## src/rtl/load_store_unit_if.sv

```systemverilog
// Request/response, status and memory-side signals of load_store_unit.
// slave = the LSU itself; master = the execute stage plus data memory facing it.
interface load_store_unit_if;
  logic        req_valid;
  logic        req_ready;
  logic        req_store;
  logic [2:0]  req_funct3;
  logic [63:0] req_addr;
  logic [63:0] req_wdata;

  logic        resp_valid;
  logic [63:0] resp_rdata;
  logic        resp_err;
  logic        busy;

  logic [63:0] mem_address;
  logic [63:0] mem_wdata;
  logic        mem_write;
  logic        mem_read;
  logic [63:0] mem_rdata;

  modport slave (
    input  req_valid, req_store, req_funct3, req_addr, req_wdata, mem_rdata,
    output req_ready, resp_valid, resp_rdata, resp_err, busy,
           mem_address, mem_wdata, mem_write, mem_read
  );

  modport master (
    output req_valid, req_store, req_funct3, req_addr, req_wdata, mem_rdata,
    input  req_ready, resp_valid, resp_rdata, resp_err, busy,
           mem_address, mem_wdata, mem_write, mem_read
  );
endinterface

```

## src/rtl/load_store_unit.sv

```systemverilog
// RV64 load/store front end to a 64-bit doubleword memory; sub-doubleword stores use read-modify-write.
// Latency load/SD 2, SB/SH/SW 3, error 1; one request in flight, no response backpressure; LSU_MISALIGN_TRAP_EN traps misaligned accesses.
module load_store_unit (
  input  logic              clk,
  input  logic              rst_n,
  load_store_unit_if.slave  bus
);

  typedef enum logic [1:0] {
    IDLE = 2'd0,
    RD   = 2'd1,
    WR   = 2'd2,
    RESP = 2'd3
  } state_t;

  state_t      state;
  state_t      state_next;

  logic [63:0] addr_q;
  logic [63:0] wdata_q;
  logic [2:0]  funct3_q;
  logic        store_q;
  logic [63:0] old_q;

  logic        resp_valid_q;
  logic        resp_err_q;
  logic [63:0] resp_rdata_q;

  logic        accept;
  logic        req_illegal;
  logic        req_misaligned;
  logic        req_bad;
  logic        req_full_store;

  logic [5:0]  q_shift;
  logic [63:0] q_mask;
  logic [63:0] lane_mask;
  logic [63:0] merged;
  logic [63:0] load_field;
  logic [63:0] load_result;

  function automatic logic [63:0] size_mask(input logic [1:0] sz);
    case (sz)
      2'd0:    size_mask = 64'h0000_0000_0000_00FF;
      2'd1:    size_mask = 64'h0000_0000_0000_FFFF;
      2'd2:    size_mask = 64'h0000_0000_FFFF_FFFF;
      default: size_mask = 64'hFFFF_FFFF_FFFF_FFFF;
    endcase
  endfunction

  // Natural alignment: clear the low offset bits that the access size covers.
  function automatic logic [2:0] align_off(input logic [2:0] off, input logic [1:0] sz);
    case (sz)
      2'd0:    align_off = off;
      2'd1:    align_off = {off[2:1], 1'b0};
      2'd2:    align_off = {off[2], 2'b00};
      default: align_off = 3'd0;
    endcase
  endfunction

  // ---------------------------------------------------------------- request decode
  assign accept         = bus.req_valid && (state == IDLE);
  assign req_illegal    = bus.req_store ? bus.req_funct3[2] : (bus.req_funct3 == 3'd7);
  assign req_misaligned = (bus.req_addr[2:0] != align_off(bus.req_addr[2:0], bus.req_funct3[1:0]));
  assign req_full_store = bus.req_store && (bus.req_funct3[1:0] == 2'd3);

`ifdef LSU_MISALIGN_TRAP_EN
  assign req_bad = req_illegal || req_misaligned;
`else
  assign req_bad = req_illegal;
`endif

  // ---------------------------------------------------------------- FSM: state register
  always_ff @(posedge clk or negedge rst_n) begin
    if (!rst_n) begin
      state <= IDLE;
    end else begin
      state <= state_next;
    end
  end

  // ---------------------------------------------------------------- FSM: next state
  always_comb begin
    state_next = state;
    case (state)
      IDLE: begin
        if (accept) begin
          if (req_bad) begin
            state_next = RESP;
          end else if (req_full_store) begin
            state_next = WR;
          end else begin
            state_next = RD;
          end
        end
      end
      RD:      state_next = store_q ? WR : RESP;
      WR:      state_next = RESP;
      RESP:    state_next = IDLE;
      default: state_next = IDLE;
    endcase
  end

  // ---------------------------------------------------------------- FSM: outputs
  always_comb begin
    bus.req_ready   = (state == IDLE);
    bus.busy        = (state != IDLE);
    bus.mem_read    = (state == RD);
    bus.mem_write   = (state == WR);
    bus.mem_wdata   = (state == WR) ? merged : 64'h0;
    bus.mem_address = {3'b000, addr_q[63:3]};
    bus.resp_valid  = resp_valid_q;
    bus.resp_err    = resp_err_q;
    bus.resp_rdata  = resp_rdata_q;
  end

  // ---------------------------------------------------------------- datapath
  assign q_shift   = {align_off(addr_q[2:0], funct3_q[1:0]), 3'b000};
  assign q_mask    = size_mask(funct3_q[1:0]);
  assign lane_mask = q_mask << q_shift;

  always_comb begin
    merged = (old_q & ~lane_mask) | ((wdata_q & q_mask) << q_shift);
    if (funct3_q[1:0] == 2'd3) begin
      merged = wdata_q;
    end
  end

  // Loads resolve straight from the memory read port so the result lands in RESP.
  assign load_field = (bus.mem_rdata >> q_shift) & q_mask;

  always_comb begin
    case (funct3_q)
      3'd0:    load_result = {{56{load_field[7]}},  load_field[7:0]};
      3'd1:    load_result = {{48{load_field[15]}}, load_field[15:0]};
      3'd2:    load_result = {{32{load_field[31]}}, load_field[31:0]};
      default: load_result = load_field;
    endcase
  end

  always_ff @(posedge clk or negedge rst_n) begin
    if (!rst_n) begin
      addr_q   <= 64'h0;
      wdata_q  <= 64'h0;
      funct3_q <= 3'd0;
      store_q  <= 1'b0;
      old_q    <= 64'h0;
    end else begin
      if (accept) begin
        addr_q   <= bus.req_addr;
        wdata_q  <= bus.req_wdata;
        funct3_q <= bus.req_funct3;
        store_q  <= bus.req_store;
      end
      if (state == RD) begin
        old_q <= bus.mem_rdata;
      end
    end
  end

  // Response registers hold non-zero values only while in RESP.
  always_ff @(posedge clk or negedge rst_n) begin
    if (!rst_n) begin
      resp_valid_q <= 1'b0;
      resp_err_q   <= 1'b0;
      resp_rdata_q <= 64'h0;
    end else begin
      resp_valid_q <= (state_next == RESP);
      resp_err_q   <= (state == IDLE) && accept && req_bad;
      resp_rdata_q <= ((state == RD) && !store_q) ? load_result : 64'h0;
    end
  end

endmodule

```

## src/flat_wrapper.sv

```systemverilog
// flat-port wrapper written by rule: the top's interface ports become plain ports
module load_store_unit_flat 
  (clk, rst_n, bus_req_valid, bus_req_store, bus_req_funct3, bus_req_addr, bus_req_wdata, bus_mem_rdata, bus_req_ready, bus_resp_valid, bus_resp_rdata, bus_resp_err, bus_busy, bus_mem_address, bus_mem_wdata, bus_mem_write, bus_mem_read);
  load_store_unit_if bus_i ();
  input  logic clk;
  input  logic rst_n;
  input wire logic [$bits(bus_i.req_valid)-1:0] bus_req_valid;
  input wire logic [$bits(bus_i.req_store)-1:0] bus_req_store;
  input wire logic [$bits(bus_i.req_funct3)-1:0] bus_req_funct3;
  input wire logic [$bits(bus_i.req_addr)-1:0] bus_req_addr;
  input wire logic [$bits(bus_i.req_wdata)-1:0] bus_req_wdata;
  input wire logic [$bits(bus_i.mem_rdata)-1:0] bus_mem_rdata;
  output wire logic [$bits(bus_i.req_ready)-1:0] bus_req_ready;
  output wire logic [$bits(bus_i.resp_valid)-1:0] bus_resp_valid;
  output wire logic [$bits(bus_i.resp_rdata)-1:0] bus_resp_rdata;
  output wire logic [$bits(bus_i.resp_err)-1:0] bus_resp_err;
  output wire logic [$bits(bus_i.busy)-1:0] bus_busy;
  output wire logic [$bits(bus_i.mem_address)-1:0] bus_mem_address;
  output wire logic [$bits(bus_i.mem_wdata)-1:0] bus_mem_wdata;
  output wire logic [$bits(bus_i.mem_write)-1:0] bus_mem_write;
  output wire logic [$bits(bus_i.mem_read)-1:0] bus_mem_read;
  assign bus_i.req_valid = bus_req_valid;
  assign bus_i.req_store = bus_req_store;
  assign bus_i.req_funct3 = bus_req_funct3;
  assign bus_i.req_addr = bus_req_addr;
  assign bus_i.req_wdata = bus_req_wdata;
  assign bus_i.mem_rdata = bus_mem_rdata;
  assign bus_req_ready = bus_i.req_ready;
  assign bus_resp_valid = bus_i.resp_valid;
  assign bus_resp_rdata = bus_i.resp_rdata;
  assign bus_resp_err = bus_i.resp_err;
  assign bus_busy = bus_i.busy;
  assign bus_mem_address = bus_i.mem_address;
  assign bus_mem_wdata = bus_i.mem_wdata;
  assign bus_mem_write = bus_i.mem_write;
  assign bus_mem_read = bus_i.mem_read;
  load_store_unit u_core (.clk(clk), .rst_n(rst_n), .bus(bus_i));
endmodule
```

## config.mk

```make
export PLATFORM = sky130hd
export DESIGN_NAME = load_store_unit_flat
export DESIGN_NICKNAME = d
export VERILOG_FILES = /design/src/rtl/load_store_unit_if.sv /design/src/rtl/load_store_unit.sv /design/src/flat_wrapper.sv
export SDC_FILE = /design/constraint.sdc
export NUM_CORES = 1
export LEC_CHECK = 0
export BUFFER_PORTS_ARGS = -buffer_cell sky130_fd_sc_hd__buf_2
export CAP_MARGIN = 20
export CORE_MARGIN = 2
export CORE_UTILIZATION = 40
export DETAILED_ROUTE_END_ITERATION = 16
export HOLD_SLACK_MARGIN = 0.05
export MAX_ROUTING_LAYER = met4
export PLACE_DENSITY_LB_ADDON = 0.05
export SYNTH_ARGS = -nofsm -noshare
export SYNTH_HDL_FRONTEND = slang
export SYNTH_SLANG_ARGS = --single-unit
```

## constraint.sdc

```tcl
create_clock -name clk -period 4.1 [get_ports clk]
set_clock_uncertainty 0.05 [all_clocks]
set_input_delay 0.82 -clock clk [delete_from_list [all_inputs] [get_ports clk]]
set_output_delay 0.82 -clock clk [all_outputs]
set_load 0.02 [all_outputs]
```

==> Yosys cells after proc, flatten, opt, wreduce, memory -nomap -nowiden <==
Cells that the tools add are included.
{ "word_totals": {"input_bits": 199, "regBits": 264, "output_inout_bits": 198} }
{ "op_classes": {"eq_ne": 11, "n_bitwise": 5, "n_mux": 12, "n_reduce_logical": 10, "n_shift": 3} }
{ "op_table": {"columns": ["operator", "n"], "rows": [
  ["$pmux W64 S3", 2],
  ["$and A64 B64 Y64", 3],
  ["$mux W64", 3],
  ["$shl A64 B6 Y64", 2],
  ["$not A64 Y64", 1],
  ["$or A64 B64 Y64", 1],
  ["$shr A64 B6 Y64", 1],
  ["$eq A2 B2 Y1 const B", 6],
  ["$pmux W3 S3", 1],
  ["$pmux W2 S4", 1],
  ["$mux W2", 3],
  ["$logic_and A1 B1 Y1", 5],
  ["$eq A2 B1 Y1 const B", 2],
  ["$logic_not A2 Y1", 2],
  ["$eq A3 B1 Y1 const B", 1],
  ["$eq A3 B2 Y1 const B", 1],
  ["$eq A3 B3 Y1 const B", 1],
  ["$logic_not A3 Y1", 1],
  ["$mux W1", 2],
  ["$reduce_bool A2 Y1", 1],
  ["$logic_not A1 Y1", 1]
]} }

==> Longest topological paths before layout <==
{ "logic_depth": {"word_depth": 8, "depth_mapped": 10} }

==> Least setup slack after synthesis <==
No wires, ideal clock.
{ "synth_path": {"path_type": "reg2out", "start": "register u_core.funct3_q[0]", "end": "output bus_mem_wdata[48]", "slack_ns": 1.013, "stages_incl_launch_ff": 8, "n_path_buf": 3, "required_ns": 3.230, "t_arrival_ns": 2.217, "cell_sequence": "dfrtp_1 buf_2 or3b_1 buf_2 clkbuf_1 o211ai_1 a221oi_1 nor3b_1"} }
{ "synth_via": {"elab_chain_len": 8, "elab_cells_between_ends": 14, "classes_between": "eq/ne: 3; shift: 2; mux: 4; bitwise: 4; reduce/logical: 1"} }
{ "synth_rtl": {"columns": ["item", "line_no", "rtl"], "rows": [
  ["start: declaration", "load_store_unit.sv:21", "logic [2:0] funct3_q;"],
  ["start signal: assignment", "load_store_unit.sv:152", "funct3_q <= bus.req_funct3;"],
  ["$eq A2 B2 Y1 (tied with other cells)", "load_store_unit.sv:43, load_store_unit.sv:53", null],
  ["$pmux W64 S3 or $pmux W3 S3 (tied branches)", "load_store_unit.sv:43, load_store_unit.sv:53", null],
  ["$shl A64 B6 Y64", "load_store_unit.sv:120", "assign lane_mask = q_mask << q_shift;"],
  ["$not A64 Y64", "load_store_unit.sv:123", "merged = (old_q & ~lane_mask) | ((wdata_q & q_mask) << q_shift);"],
  ["$and A64 B64 Y64", "load_store_unit.sv:123", null],
  ["$or A64 B64 Y64", "load_store_unit.sv:123", null],
  ["$mux W64 (*)", "load_store_unit.sv:124", "if (funct3_q[1:0] == 2'd3) begin"],
  ["$mux W64 (*)", "load_store_unit.sv:110", "bus.mem_wdata = (state == WR) ? merged : 64'h0;"],
  ["end: declaration", "flat_wrapper.sv:19", "output wire logic [$bits(bus_i.mem_wdata)-1:0] bus_mem_wdata;"]
]} }
Mark *: on every way between the ends. The rest lies on a longest branch, timed or not.

==> Worst setup path in the final report <==
{ "layout_path": {"start": "register u_core.funct3_q[1]", "end": "output bus_mem_wdata[23]"} }
Same word-level chain as after synthesis.

==> reports/qor.csv <==
stage;metric;value;unit
timing;setup_viol;0;
clock_network;cts_made_buffers;30;
timing;layout_worst_path_cycle_share;0.958;
die;die_area;34300;um^2
yosys;synth.distinct_cells;54;
die;io-pin-count;397;
global_route;met2_usage;0.406;
die;start_util;0.405;
yosys;synth.top_cell.area_share;0.503;
detailed_routing;drt_iter0_markers;856;
yosys;synth_seq_cells;264;
timing;hold_viol_final;0;
clock_network;post_cts_resized;0;
clock_network;clk-insertion-delay-late;0.56;ns
setup_path;path_cells;buf_4 > or3b_2 > o211ai_1 > a221o_1 > o211a_1 > buf_2;
placement;io_buffers;393;
setup_path;regToRegStartpoint;u_core.funct3_q[1];
timing;fin_crit;3.93;ns
setup_path;critPathSlowestCell;or3b_2;
setup_path;cp.arrival;3.06;ns
layout;drive_gt1_frac;0.471;
clock_network;h-tree-depth;1;
global_route;grt_usage;0.275;
power_and_ir_drop;vdd_drop_max;0.423;mV
power_and_ir_drop;p_per_area;947;nW/um^2
global_route;grt_pass1_vias;10300;
yosys;seq_area_frac_synth;0.503;
global_route;use_met3;0.0511;
worst_hold_path;hold_class;in -> async;
timing;rsz0062_at_grt;false;
setup_path;endpoint_kind;output port;
status;status;finished clean;
global_route;met1_usage;0.380;
setup_path;cp.buffers_inverters;2;
clock_network;cts-root-buf;clkbuf_16;
timing;fin_setup_tns;0;ns
global_route;grt_busiest_layer;met2;
run;cap_violations;0;
detailed_routing;antenna_left;0;
layout;final_nets;1668;
layout;syn_to_final_growth;23.4;%
setup_path;r2r_slack;1.04;ns
die;core_region_area;32500;um^2
setup_path;rr_worst_depth;8;
die;dieWidth;185;um
detailed_routing;firstDrtPassIters;5;
clock_network;postCtsHoldBufs;0;
detailed_routing;vias;10600;
setup_path;crit_path_start_kind;flop;
clock_network;clk_pin_slew;0.07;ns
die;dieHeight;185;um
placement;dp_hpwl;34.8;mm
placement;dp_cells;1875;
setup_path;critical_path_required;3.23;ns
global_route;overflow;0;
setup_path;path_delay_family;compound AO/OA/AOI/OAI gates;
power_and_ir_drop;finalPower;15.4;mW
setup_path;crit_fanout;22;
clock_network;cts_setup_buffers;0;
layout;final_cell_mix;392 x buf_2, 264 x dfrtp_1, 196 x mux2_2;
global_route;grt_pass1_wl;67.6;mm
timing;tightest_slew;0.922;ns
yosys;synth_top_area_cell;dfrtp_1;
setup_path;reg2reg_to;u_core.bus.resp_rdata[18];
timing;final_max_slew_viol_count;0;
placement;routabilityCongestion;0.859;
clock_network;clock_sinks;264;
power_and_ir_drop;cellLeakagePower;7.88;nW
yosys;syn_area;13100;um^2
detailed_routing;routed_wl;46.9;mm
detailed_routing;via_per_inst;5.48;
yosys;synth.area.top_cells;dfrtp_1 50%, mux2_2 17%, buf_4 3.7%;
detailed_routing;drc;0;
timing;max_clock_freq;255;MHz
clock_network;clock_path_buffers;3;
yosys;ys_warn_count;0;
global_route;grt_antenna_before_repair;0;
global_route;grt_max_degree;103;
layout;antenna_cells;0;
clock_network;cts_tree;built;
die;rows;66;
setup_path;crit_path_max_incr_delay;0.66;ns
layout;final_cells;1932;
detailed_routing;wire_per_inst;24.3;um
yosys;syn_area_per_cell;11.3;um^2
setup_path;crit_type;reg -> out;
layout;mostFrequentLayoutCell;buf_2;
timing;slew-limit-headroom;0.384;
yosys;postSynthCellCount;1163;
## where the power goes
group	leakage, nW	internal, mW	total, mW	switching (mW)
Clock	0.530	1.78	2.94	1.16
Combinational	4.10	3.08	7.75	4.66
Sequential	3.25	3.78	4.67	0.888
## metal layers
| layer | part of all wire | routed length (um) |
|---|---|---|
| met1 | 0.44 | 20600 |
| met2 | 0.45 | 21100 |
| met3 | 0.075 | 3510 |
| met4 | 0.038 | 1780 |
| met5 | 0 | 0 |
## stage by stage
stage / worst slack (ns) / util / cell area [um^2] / hold slack (ns)
3_3_place_gp: 0.796 / 0.466 / 15100 / 0.434
2_1_floorplan: 1.01 / - / 13100 / 0.424
6_report: 0.173 / 0.500 / 16200 / 0.280
5_1_grt: 0.0410 / 0.500 / 16200 / 0.342
3_5_place_dp: 0.735 / 0.466 / 15100 / 0.438
4_1_cts: 0.123 / 0.499 / 16200 / 0.302
## kinds of logic (layout without fill, tap and decap cells)
kind of cell	after synthesis	in the layout	share of synthesized area
compound gates	272	272	0.134
fa+ha+maj	3	3	0.00286
buf+inv	161	486	0.0663
flops	264	264	0.503
mux	235	235	0.214
other cells	1	3	0.000285
simple gates	227	227	0.0797
## cell usage after synthesis (all sizes together)
cell     number
inv           8
nor4bb        2
a221o         9
o32ai         1
o211ai        3
dfrtp       264
a221oi       17
nor3          5
a22o         16
nand4         1
mux2i        22
a21boi        2
nand2        91
and2         11
o22a          5
a32oi         1
nand3        25
a21oi        91
nor2         57
mux2        196
o2111ai       2
or2           2
a22oi        21
conb          1
nor3b        16
ha            3
clkbuf       63
mux4         17
o22ai         4
buf          90
a311oi        1
o21ai        73
or3b          2
a211oi        1
nand2b        3
a31oi         3
o21a          2
o31ai         1
nor2b        12
o2bb2ai       2
o211a        16
o221ai        1
## worst max-delay path by stage
| stage | start | endpoint | slack (ns) | depth (start not counted) |
|---|---|---|---|---|
| after detailed placement | u_core.funct3_q[1] | bus_mem_wdata[51] | 0.73 | 6 |
| after global placement | u_core.funct3_q[1] | bus_mem_wdata[55] | 0.80 | 6 |
| after CTS | u_core.funct3_q[1] | bus_mem_wdata[51] | 0.12 | 6 |
| final | u_core.funct3_q[1] | bus_mem_wdata[23] | 0.17 | 6 |
| after global routing | u_core.funct3_q[1] | bus_mem_wdata[14] | 0.04 | 7 |
| after floorplan | u_core.funct3_q[0] | bus_mem_wdata[48] | 1.01 | 7 |
## registers in the layout, indices dropped and copies added (netlist names)
name and flops:
u_core.addr_q 64, u_core.bus.resp_rdata 64, u_core.old_q 64, u_core.wdata_q 64, u_core.funct3_q 3, u_core.state 2, u_core.bus.resp_err 1, u_core.bus.resp_valid 1
u_core.store_q 1
## cell type report
cell class | count | area (um^2)
tap | 442 | 553
multi-input combinational | 740 | 5690
clock buffer | 37 | 838
clock inverter | 19 | 254
inverter | 8 | 30.0
fill | 3044 | 16200
timing repair buffer | 422 | 2240
sequential | 264 | 6610
Note: power is estimated with default switching activity, not from simulation.
